`src/rtl/vga_pkg.sv`:
```
// Shared display constants for the 160x120, 3-bit-colour VGA framebuffer.
// Used by the plot arbiter, the raster counter and the screen drawers.
//   - screen geometry and last-coordinate values
//   - coordinate and colour widths
//   - named colours
//   - arbiter state encoding
package vga_pkg;

    localparam int unsigned SCREEN_W = 160;
    localparam int unsigned SCREEN_H = 120;

    localparam int unsigned X_W      = 8;
    localparam int unsigned Y_W      = 7;
    localparam int unsigned COLOUR_W = 3;

    localparam logic [X_W-1:0] SCREEN_XMAX = 8'd159;
    localparam logic [Y_W-1:0] SCREEN_YMAX = 7'd119;

    localparam logic [COLOUR_W-1:0] BLACK  = 3'b000;
    localparam logic [COLOUR_W-1:0] YELLOW = 3'b110;

    // Arbiter FSM encoding
    localparam logic [1:0] StIdle   = 2'd0;
    localparam logic [1:0] StClear  = 2'd1;
    localparam logic [1:0] StGrant0 = 2'd2;
    localparam logic [1:0] StGrant1 = 2'd3;

    // One pixel write towards the adapter
    typedef struct packed {
        logic [X_W-1:0]      x;
        logic [Y_W-1:0]      y;
        logic [COLOUR_W-1:0] colour;
        logic                plot;
    } pixel_t;

endpackage

```
`src/rtl/raster_counter.sv`:
```
// Row-major raster scan counter over (0,0)..(XMAX,YMAX).
// Ports:
//   fastclock - clock
//   resetn    - synchronous active-low reset, zeroes the raster
//   clear     - return to (0,0); wins over enable
//   enable    - advance one pixel; x runs fastest
//   x, y      - current raster position
//   last      - high while the position is (XMAX,YMAX)
module raster_counter
    import vga_pkg::*;
#(
    parameter logic [X_W-1:0] XMAX = SCREEN_XMAX,
    parameter logic [Y_W-1:0] YMAX = SCREEN_YMAX
) (
    input  logic           fastclock,
    input  logic           resetn,
    input  logic           clear,
    input  logic           enable,
    output logic [X_W-1:0] x,
    output logic [Y_W-1:0] y,
    output logic           last
);

    logic [X_W-1:0] x_q, x_d;
    logic [Y_W-1:0] y_q, y_d;
    logic           x_end, y_end;

    assign x_end = (x_q == XMAX);
    assign y_end = (y_q == YMAX);

    always_comb begin
        x_d = x_q;
        y_d = y_q;
        if (clear) begin
            x_d = '0;
            y_d = '0;
        end else if (enable) begin
            if (x_end) begin
                x_d = '0;
                // After the final pixel the scan returns to the origin
                y_d = y_end ? '0 : y_q + 1'b1;
            end else begin
                x_d = x_q + 1'b1;
            end
        end
    end

    always_ff @(posedge fastclock) begin
        if (!resetn) begin
            x_q <= '0;
            y_q <= '0;
        end else begin
            x_q <= x_d;
            y_q <= y_d;
        end
    end

    assign x    = x_q;
    assign y    = y_q;
    assign last = x_end && y_end;

endmodule

```
`src/rtl/plot_arbiter.sv`:
```
// Owns the single vga_adapter pixel port. Runs a full-screen clear on
// request, otherwise hands the port to one of two drawer clients by
// round-robin request/grant, so each drawer can assume exclusive access.
// Ports:
//   fastclock, resetn       - clock, synchronous active-low reset
//   clear_req               - level request for a full-screen clear
//   clear_busy, clear_done  - clear in progress / one-cycle completion pulse
//   c0_*/c1_*               - client request, grant and pixel write
//   x, y, colour, plot      - pixel write to the vga_adapter
module plot_arbiter
    import vga_pkg::*;
#(
    parameter logic [X_W-1:0]      XMAX         = SCREEN_XMAX,
    parameter logic [Y_W-1:0]      YMAX         = SCREEN_YMAX,
    parameter logic [COLOUR_W-1:0] CLEAR_COLOUR = BLACK
) (
    input  logic                fastclock,
    input  logic                resetn,
    input  logic                clear_req,
    output logic                clear_busy,
    output logic                clear_done,
    input  logic                c0_req,
    input  logic                c1_req,
    output logic                c0_grant,
    output logic                c1_grant,
    input  logic [X_W-1:0]      c0_x,
    input  logic [Y_W-1:0]      c0_y,
    input  logic [COLOUR_W-1:0] c0_colour,
    input  logic                c0_plot,
    input  logic [X_W-1:0]      c1_x,
    input  logic [Y_W-1:0]      c1_y,
    input  logic [COLOUR_W-1:0] c1_colour,
    input  logic                c1_plot,
    output logic [X_W-1:0]      x,
    output logic [Y_W-1:0]      y,
    output logic [COLOUR_W-1:0] colour,
    output logic                plot
);

    logic [1:0] state_q, state_d;
    logic       last_q, last_d;        // client that most recently released
    logic       clear_pend_q, clear_pend_d;
    logic       clear_done_q, clear_done_d;

    logic [X_W-1:0] r_x;
    logic [Y_W-1:0] r_y;
    logic           r_last;
    logic           in_clear;

    pixel_t pix;

    assign in_clear = (state_q == StClear);

    // Raster is held at the origin whenever no clear is running
    raster_counter #(
        .XMAX (XMAX),
        .YMAX (YMAX)
    ) u_raster (
        .fastclock (fastclock),
        .resetn    (resetn),
        .clear     (!in_clear),
        .enable    (in_clear),
        .x         (r_x),
        .y         (r_y),
        .last      (r_last)
    );

    always_comb begin
        state_d      = state_q;
        last_d       = last_q;
        clear_pend_d = clear_pend_q;
        clear_done_d = 1'b0;
        case (state_q)
            StIdle: begin
                if (clear_req || clear_pend_q) begin
                    state_d      = StClear;
                    clear_pend_d = 1'b0;
                end else if (c0_req && c1_req) begin
                    state_d = last_q ? StGrant0 : StGrant1;
                end else if (c0_req) begin
                    state_d = StGrant0;
                end else if (c1_req) begin
                    state_d = StGrant1;
                end
            end
            StClear: begin
                if (r_last) begin
                    state_d      = StIdle;
                    clear_done_d = 1'b1;
                end
            end
            StGrant0: begin
                // A clear during a job waits for the owner to finish
                clear_pend_d = clear_pend_q | clear_req;
                if (!c0_req) begin
                    state_d = StIdle;
                    last_d  = 1'b0;
                end
            end
            StGrant1: begin
                clear_pend_d = clear_pend_q | clear_req;
                if (!c1_req) begin
                    state_d = StIdle;
                    last_d  = 1'b1;
                end
            end
            default: begin
                state_d = StIdle;
            end
        endcase
    end

    always_ff @(posedge fastclock) begin
        if (!resetn) begin
            state_q      <= StIdle;
            last_q       <= 1'b1;
            clear_pend_q <= 1'b0;
            clear_done_q <= 1'b0;
        end else begin
            state_q      <= state_d;
            last_q       <= last_d;
            clear_pend_q <= clear_pend_d;
            clear_done_q <= clear_done_d;
        end
    end

    // Zero-latency pass-through from the owner; nothing else reaches the port
    always_comb begin
        pix = '0;
        case (state_q)
            StClear: begin
                pix.x      = r_x;
                pix.y      = r_y;
                pix.colour = CLEAR_COLOUR;
                pix.plot   = 1'b1;
            end
            StGrant0: begin
                pix.x      = c0_x;
                pix.y      = c0_y;
                pix.colour = c0_colour;
                pix.plot   = c0_plot;
            end
            StGrant1: begin
                pix.x      = c1_x;
                pix.y      = c1_y;
                pix.colour = c1_colour;
                pix.plot   = c1_plot;
            end
            default: begin
                pix = '0;
            end
        endcase
    end

    assign x          = pix.x;
    assign y          = pix.y;
    assign colour     = pix.colour;
    assign plot       = pix.plot;
    assign c0_grant   = (state_q == StGrant0);
    assign c1_grant   = (state_q == StGrant1);
    assign clear_busy = in_clear;
    assign clear_done = clear_done_q;

endmodule

```
`config.mk`:
```
export PLATFORM = sky130hd
export DESIGN_NAME = plot_arbiter
export DESIGN_NICKNAME = d
export VERILOG_FILES = /design/src/rtl/vga_pkg.sv /design/src/rtl/raster_counter.sv /design/src/rtl/plot_arbiter.sv
export SDC_FILE = /design/constraint.sdc
export NUM_CORES = 1
export LEC_CHECK = 0
export BUFFER_PORTS_ARGS = -buffer_cell sky130_fd_sc_hd__clkbuf_2
export CAP_MARGIN = 15
export CORE_UTILIZATION = 45
export DETAILED_ROUTE_END_ITERATION = 10
export PLACE_DENSITY = 0.9
export RECOVER_POWER = 50
export SYNTH_ARGS = -nofsm -noshare
export SYNTH_HDL_FRONTEND = slang
export SYNTH_SLANG_ARGS = --single-unit
```
`constraint.sdc`:
```
create_clock -name fastclock -period 1.76 [get_ports fastclock]
set_input_delay 0.176 -clock fastclock [delete_from_list [all_inputs] [get_ports fastclock]]
set_output_delay 0.176 -clock fastclock [all_outputs]
set_load 0.03 [all_outputs]
```
# ---- Word-level counts from Yosys, hierarchy flattened
# Cells that the tools add are included.
dict set report word_totals {
  elab_cells 50
  out_inout_bits 23
  input_bits 43
  ff_bits 20
}
dict set report classes {
  eq_ne 10
  n_mux 17
  add_sub_neg 2
  bitwise_logic 3
  n_reduce_logical 12
}
# cell count
set ops {}
lappend ops {{19-bit case mux with 3 select lines} 1}
lappend ops {{2-bit two-way mux} 7}
lappend ops {{8-bit by 1-bit adder with 8-bit output, second input constant} 1}
lappend ops {{8-bit equality test, second input constant} 1}
lappend ops {{2-bit case mux with 4 select lines} 1}
lappend ops {{7-bit by 1-bit adder with 7-bit output, second input constant} 1}
lappend ops {{7-bit equality test, second input constant} 1}
lappend ops {{7-bit two-way mux} 1}
lappend ops {{2-bit != test, second input constant} 3}
lappend ops {{1-bit two-way mux} 5}
lappend ops {{5-bit != test, second input constant} 1}
lappend ops {{2-bit equality test, second input constant} 2}
lappend ops {{1-bit case mux with 2 select lines} 2}
lappend ops {{2-bit AND reduction} 2}
lappend ops {{4-bit AND reduction} 1}
lappend ops {{2-bit nonzero test} 2}
lappend ops {{3-bit AND reduction} 1}
lappend ops {{3-bit OR reduction} 1}
lappend ops {{2-bit by 1-bit equality test with 1-bit output, second input constant} 1}
lappend ops {{1-bit logical AND} 2}
lappend ops {{2-bit logical NOT} 1}
lappend ops {{2-bit by 1-bit != test with 1-bit output, second input constant} 1}
lappend ops {{1-bit inverter} 2}
lappend ops {{2-bit OR reduction} 1}
lappend ops {{2 further kinds} 2}

# ---- Logic depth before layout (Yosys ltp)
dict set report logic_depth {
  depth_word 5
  ltp_mapped 5
  ltp_nobuf 5
}

# ---- Hierarchy
# From an unflattened synthesis, not the netlist that was laid out.
dict set report unflattened {
  hier_cells 157
  area_unflattened_um2 1420.1
}
# module area_per_inst_um2 instances cells_each
set by_module_without_submodules {}
lappend by_module_without_submodules {raster_counter 769.5 1 84}
lappend by_module_without_submodules {plot_arbiter 650.6 1 73}

# ---- Worst setup path after synthesis
# No wires, ideal clock.
dict set report synth_timing {
  path_type {flip-flop to output port}
  startpoint {register state_q[0]}
  endpoint {output port plot}
  arrival_ns 1.461
  path_buffers 2
  stages_incl_launch_ff 5
  setup_slack_ns 0.123
  cell_sequence {dfxtp_1 buf_2 buf_2 and2_1 a21oi_1}
}
dict set report synth_between {
  elab_chain_len 2
  elab_cells_between_ends 4
  cone_classes {eq/ne: 3; mux: 1}
}
# item line_no
set synth_rtl {}
lappend synth_rtl {{start: declaration} plot_arbiter.sv:40} ;# logic [1:0] state_q, state_d;
lappend synth_rtl {{start signal: assignment} plot_arbiter.sv:115} ;# state_q <= StIdle;
lappend synth_rtl {{start signal: assignment} plot_arbiter.sv:120} ;# state_q <= state_d;
lappend synth_rtl {{2-bit equality test} n/a}
lappend synth_rtl {{net c1_grant} plot_arbiter.sv:25} ;# output logic c1_grant,
lappend synth_rtl {{19-bit case mux with 3 select lines} plot_arbiter.sv:130} ;# case (state_q)
lappend synth_rtl {{end: declaration} plot_arbiter.sv:37} ;# output logic plot
# The timed path passes the listed nets, and every way through them passes these cells.

# ---- Final worst setup path
dict set report layout_timing {
  startpoint {register state_q[0]}
  endpoint {output port y[6]}
}
dict set report layout_between {
  elab_chain_len 2
  elab_cells_between_ends 4
  cone_classes {eq/ne: 3; mux: 1}
}
# item line_no
set layout_rtl {}
lappend layout_rtl {{2-bit equality test or 2-bit by 1-bit equality test with 1-bit output (tied branches)} plot_arbiter.sv:130}
lappend layout_rtl {{19-bit case mux with 3 select lines (*)} plot_arbiter.sv:130}
lappend layout_rtl {{end: declaration} plot_arbiter.sv:35} ;# output logic [Y_W-1:0] y,
# Mark *: on every way between the ends. The rest lies on a longest branch, timed or not.

==> results_dict.tcl <==
set metrics [dict create \
    dr.pass1.iters 7 \
    die_y_um 56.8 \
    num_antenna_cells 0 \
    required_ns 1.58 \
    worstSetupPathType "reg -> out" \
    hp-class "in -> reg" \
    hold_violations 0 \
    root_buffer "clkbuf_4" \
    synth_cell_types 30 \
    gr-total-overflow 0 \
    holdBufCountCts 0 \
    initial_core_util 0.482 \
    ys_seq_area_frac 0.296 \
    fin_crit_ns 1.71 \
    p_seq_frac 0.363 \
    totalWireLength_mm 3.26 \
    finalMaxSlewViolations 0 \
    dieArea_sq_mm 0.00323 \
    dpl_cell_area_sq_mm 0.00172 \
    worst_ep_arrival_time_ns 1.54 \
    yosys_warnings 0 \
    timing.final.crit_share 0.973 \
    drive_above_1_share 0.451 \
    clk_pin_slew_ns 0.11 \
    syn_avg_cell_area_sq_um 8.72 \
    combPwrFrac 0.445 \
    synth-simple-area-share 0.254 \
    worst_pin_slew_ns 0.353 \
    reg2reg_to "u_raster.x[5]$_SDFF_PP0_" \
    worstSkewPairLatency_ns 0.30 \
    htreeDepth 1 \
    cts.path.max_buffers 2 \
    synth_edf_count 0 \
    finalClockSkew_ns 0.00260 \
    grt.met1_usage 0.250 \
    path_cells "buf_8 > nor2b_4 > buf_4 > a22o_1 > clkbuf_2" \
    drt_iter0_drc 70 \
    vias 1373 \
    yosys_register_bits 20 \
    final_area_sq_mm 0.00187 \
    grt_max_degree 27 \
    setup_viol 0 \
    place_congestion 0.783 \
    p_sw_uw 469 \
    power.internal_uw 910 \
    power.leakage_nw 0.851 \
    synth-compound-area-share 0.147 \
    num_rows 19 \
    area_growth_pct 38.1 \
    io_pins 66 \
    ys.flop_type "dfxtp_1" \
    hpwl_mm 2.38 \
    critPathMaxStageDelay_ns 0.39 \
    path_max_fanout 6 \
    clock-sinks 20 \
    synth_cells 155 \
    drc 9 \
    hold_depth 2 \
    ys_async_sr_fraction 0 \
    io_buffers 65 \
    synth_top_family_by_area "simple AND/OR/NAND/NOR gates" \
    swShare 0.340 \
    antenna_left 0 \
    grtUsageTotal 0.203 \
    cts_tree "built" \
    wl_per_cell_um 12.8 \
    die_w_um 56.8 \
    max_slew_margin 0.764 \
    p_clk_frac 0.192 \
    vias_per_cell 5.38 \
    p_total_mw 1.38 \
    antenna_found_initial 0 \
    end_kind "output pin" \
    grtUsageMet3 0.0253 \
    layout.nets 270 \
    r2r_cells 5 \
    synthAdderAreaFrac 0.0185 \
    worstReg2RegStart "u_raster.x[0]$_SDFF_PP0_" \
    violations "design-rule violations" \
    outcome "finished, violations left" \
    max-vdd-ir-drop_v 0.000324 \
    max_freq_mhz 584 \
    power.density_mw_per_mm2 738 \
    drv_cap 0 \
    grt_pass1_vias 1250 \
    worstHoldStart "resetn" \
    slowest_stage "dfxtp_4" \
    grt_pass1_wl_mm 5.21 \
    core-area_sq_mm 0.00281 \
    busiest_layer "met2" \
    start_kind "flop" \
    synthXorXnorAreaFrac 0.0713 \
    synth_area_sq_mm 0.00135 \
    grt_use_met2 0.357 \
    r2r_setup_slack_ns 0.15 \
    synth_mux_area_frac 0.170 \
    cts_buffers 3 \
    syn-num-nets 200 \
    worstHoldEndpoint "last_q$_SDFFE_PN1P_" \
]
## cells in the final DEF, fill, tap and decap left out, types with 7 or more instances in the layout
cell type / count
buf_2: 8
mux2_2: 16
nand3_1: 7
nor2_1: 19
clkbuf_2: 54
a22o_1: 13
dfxtp_1: 19
nand2_1: 14
## registers in the layout (all words and copies together) (netlist names)
| register | flops |
|---|---|
| clear_done | 1 |
| clear_pend_q | 1 |
| last_q | 1 |
| state_q | 2 |
| u_raster.x | 8 |
| u_raster.y | 7 |
## worst max-delay path, delay by kind of cell (launching register included)
kind,cells,cell delay [ns]
AO/OA/AOI/OAI,1,0.22
flip-flops,1,0.39
AND/OR/NAND/NOR,1,0.13
buffers and inverters,3,0.49
## Yosys cell counts, types with 4 or more instances
master	n	share of area
mux2i_1	5	0.037
o21ai_0	6	0.022
nor3_1	5	0.019
nand3_1	7	0.026
nor2_1	19	0.053
a21oi_1	6	0.022
dfxtp_1	20	0.30
mux2_2	16	0.13
xnor2_1	6	0.039
nand2_1	14	0.039
a22o_1	13	0.084
inv_1	4	0.011
buf_2	5	0.019
nor2b_1	6	0.028
xor2_1	5	0.032
## cells by family (layout without fill, tap and decap cells)
| logic type | count (synthesis) | count (layout) |
|---|---|---|
| compound gates | 28 | 28 |
| simple gates | 60 | 60 |
| flops | 20 | 20 |
| xor+xnor | 11 | 11 |
| buf+inv | 13 | 82 |
| fa+ha+maj | 2 | 2 |
| mux | 21 | 21 |
## layout make-up
class	count	area [sq um]
repair buffers	74	472
flip-flops and latches	20	404
clock buffers	4	36.3
multi-input cells	122	901
well taps	31	38.8
fillers	219	938
inverters	4	15.0
## power by group through the flow
stage / sequential (mW) / clock (mW) / combinational (mW)
3_3_place_gp: 0.494 / 0 / 0.509
3_5_place_dp: 0.495 / 0 / 0.513
4_1_cts: 0.489 / 0.273 / 0.526
2_1_floorplan: 0.490 / 0 / 0.363
6_report: 0.500 / 0.265 / 0.614
5_1_grt: 0.504 / 0.283 / 0.663
## per-stage QoR
stage	TNS, ns	instances	setup slack [ns]	utilization	hold WS [ns]
global route	-0.0290	255	-0.00700	0.665	0.110
finish	0	255	0.0475	0.665	0.0863
floorplan	0	155	0.123	-	0.252
detailed placement	0	247	0.206	0.614	0.406
global placement	0	247	0.272	0.614	0.408
CTS	0	251	0.00544	0.632	0.0884
## worst max path at each step
stage                                  to  slack, ns  cells after the start                      from
4_1_cts                              x[3]      0.005                      4   state_q[0]$_SDFFE_PN0P_
6_report                             y[6]       0.05                      5   state_q[0]$_SDFFE_PN0P_
3_3_place_gp   u_raster.y[6]$_SDFFE_PP0P_       0.27                      5  u_raster.x[0]$_SDFF_PP0_
2_1_floorplan                        plot       0.12                      4   state_q[0]$_SDFFE_PN0P_
5_1_grt                              y[6]     -0.007                      4   state_q[1]$_SDFFE_PN0P_
3_5_place_dp     u_raster.x[5]$_SDFF_PP0_       0.21                      5  u_raster.x[0]$_SDFF_PP0_
## per-layer routing
metal | vias up | share of wire
met5 | - | 0
met1 | 639 | 0.45
met2 | 35 | 0.49
li1 | 690 | -
met4 | 0 | 0.023
met3 | 9 | 0.042
## what timing repair did
action,in CTS,in global routing
cloned,0,2
pin swaps,0,1
buffers inserted,0,2
endpoints found under the setup margin,14,14
resized for setup,5,19
No activity file was read; power rests on OpenSTA's default activity.
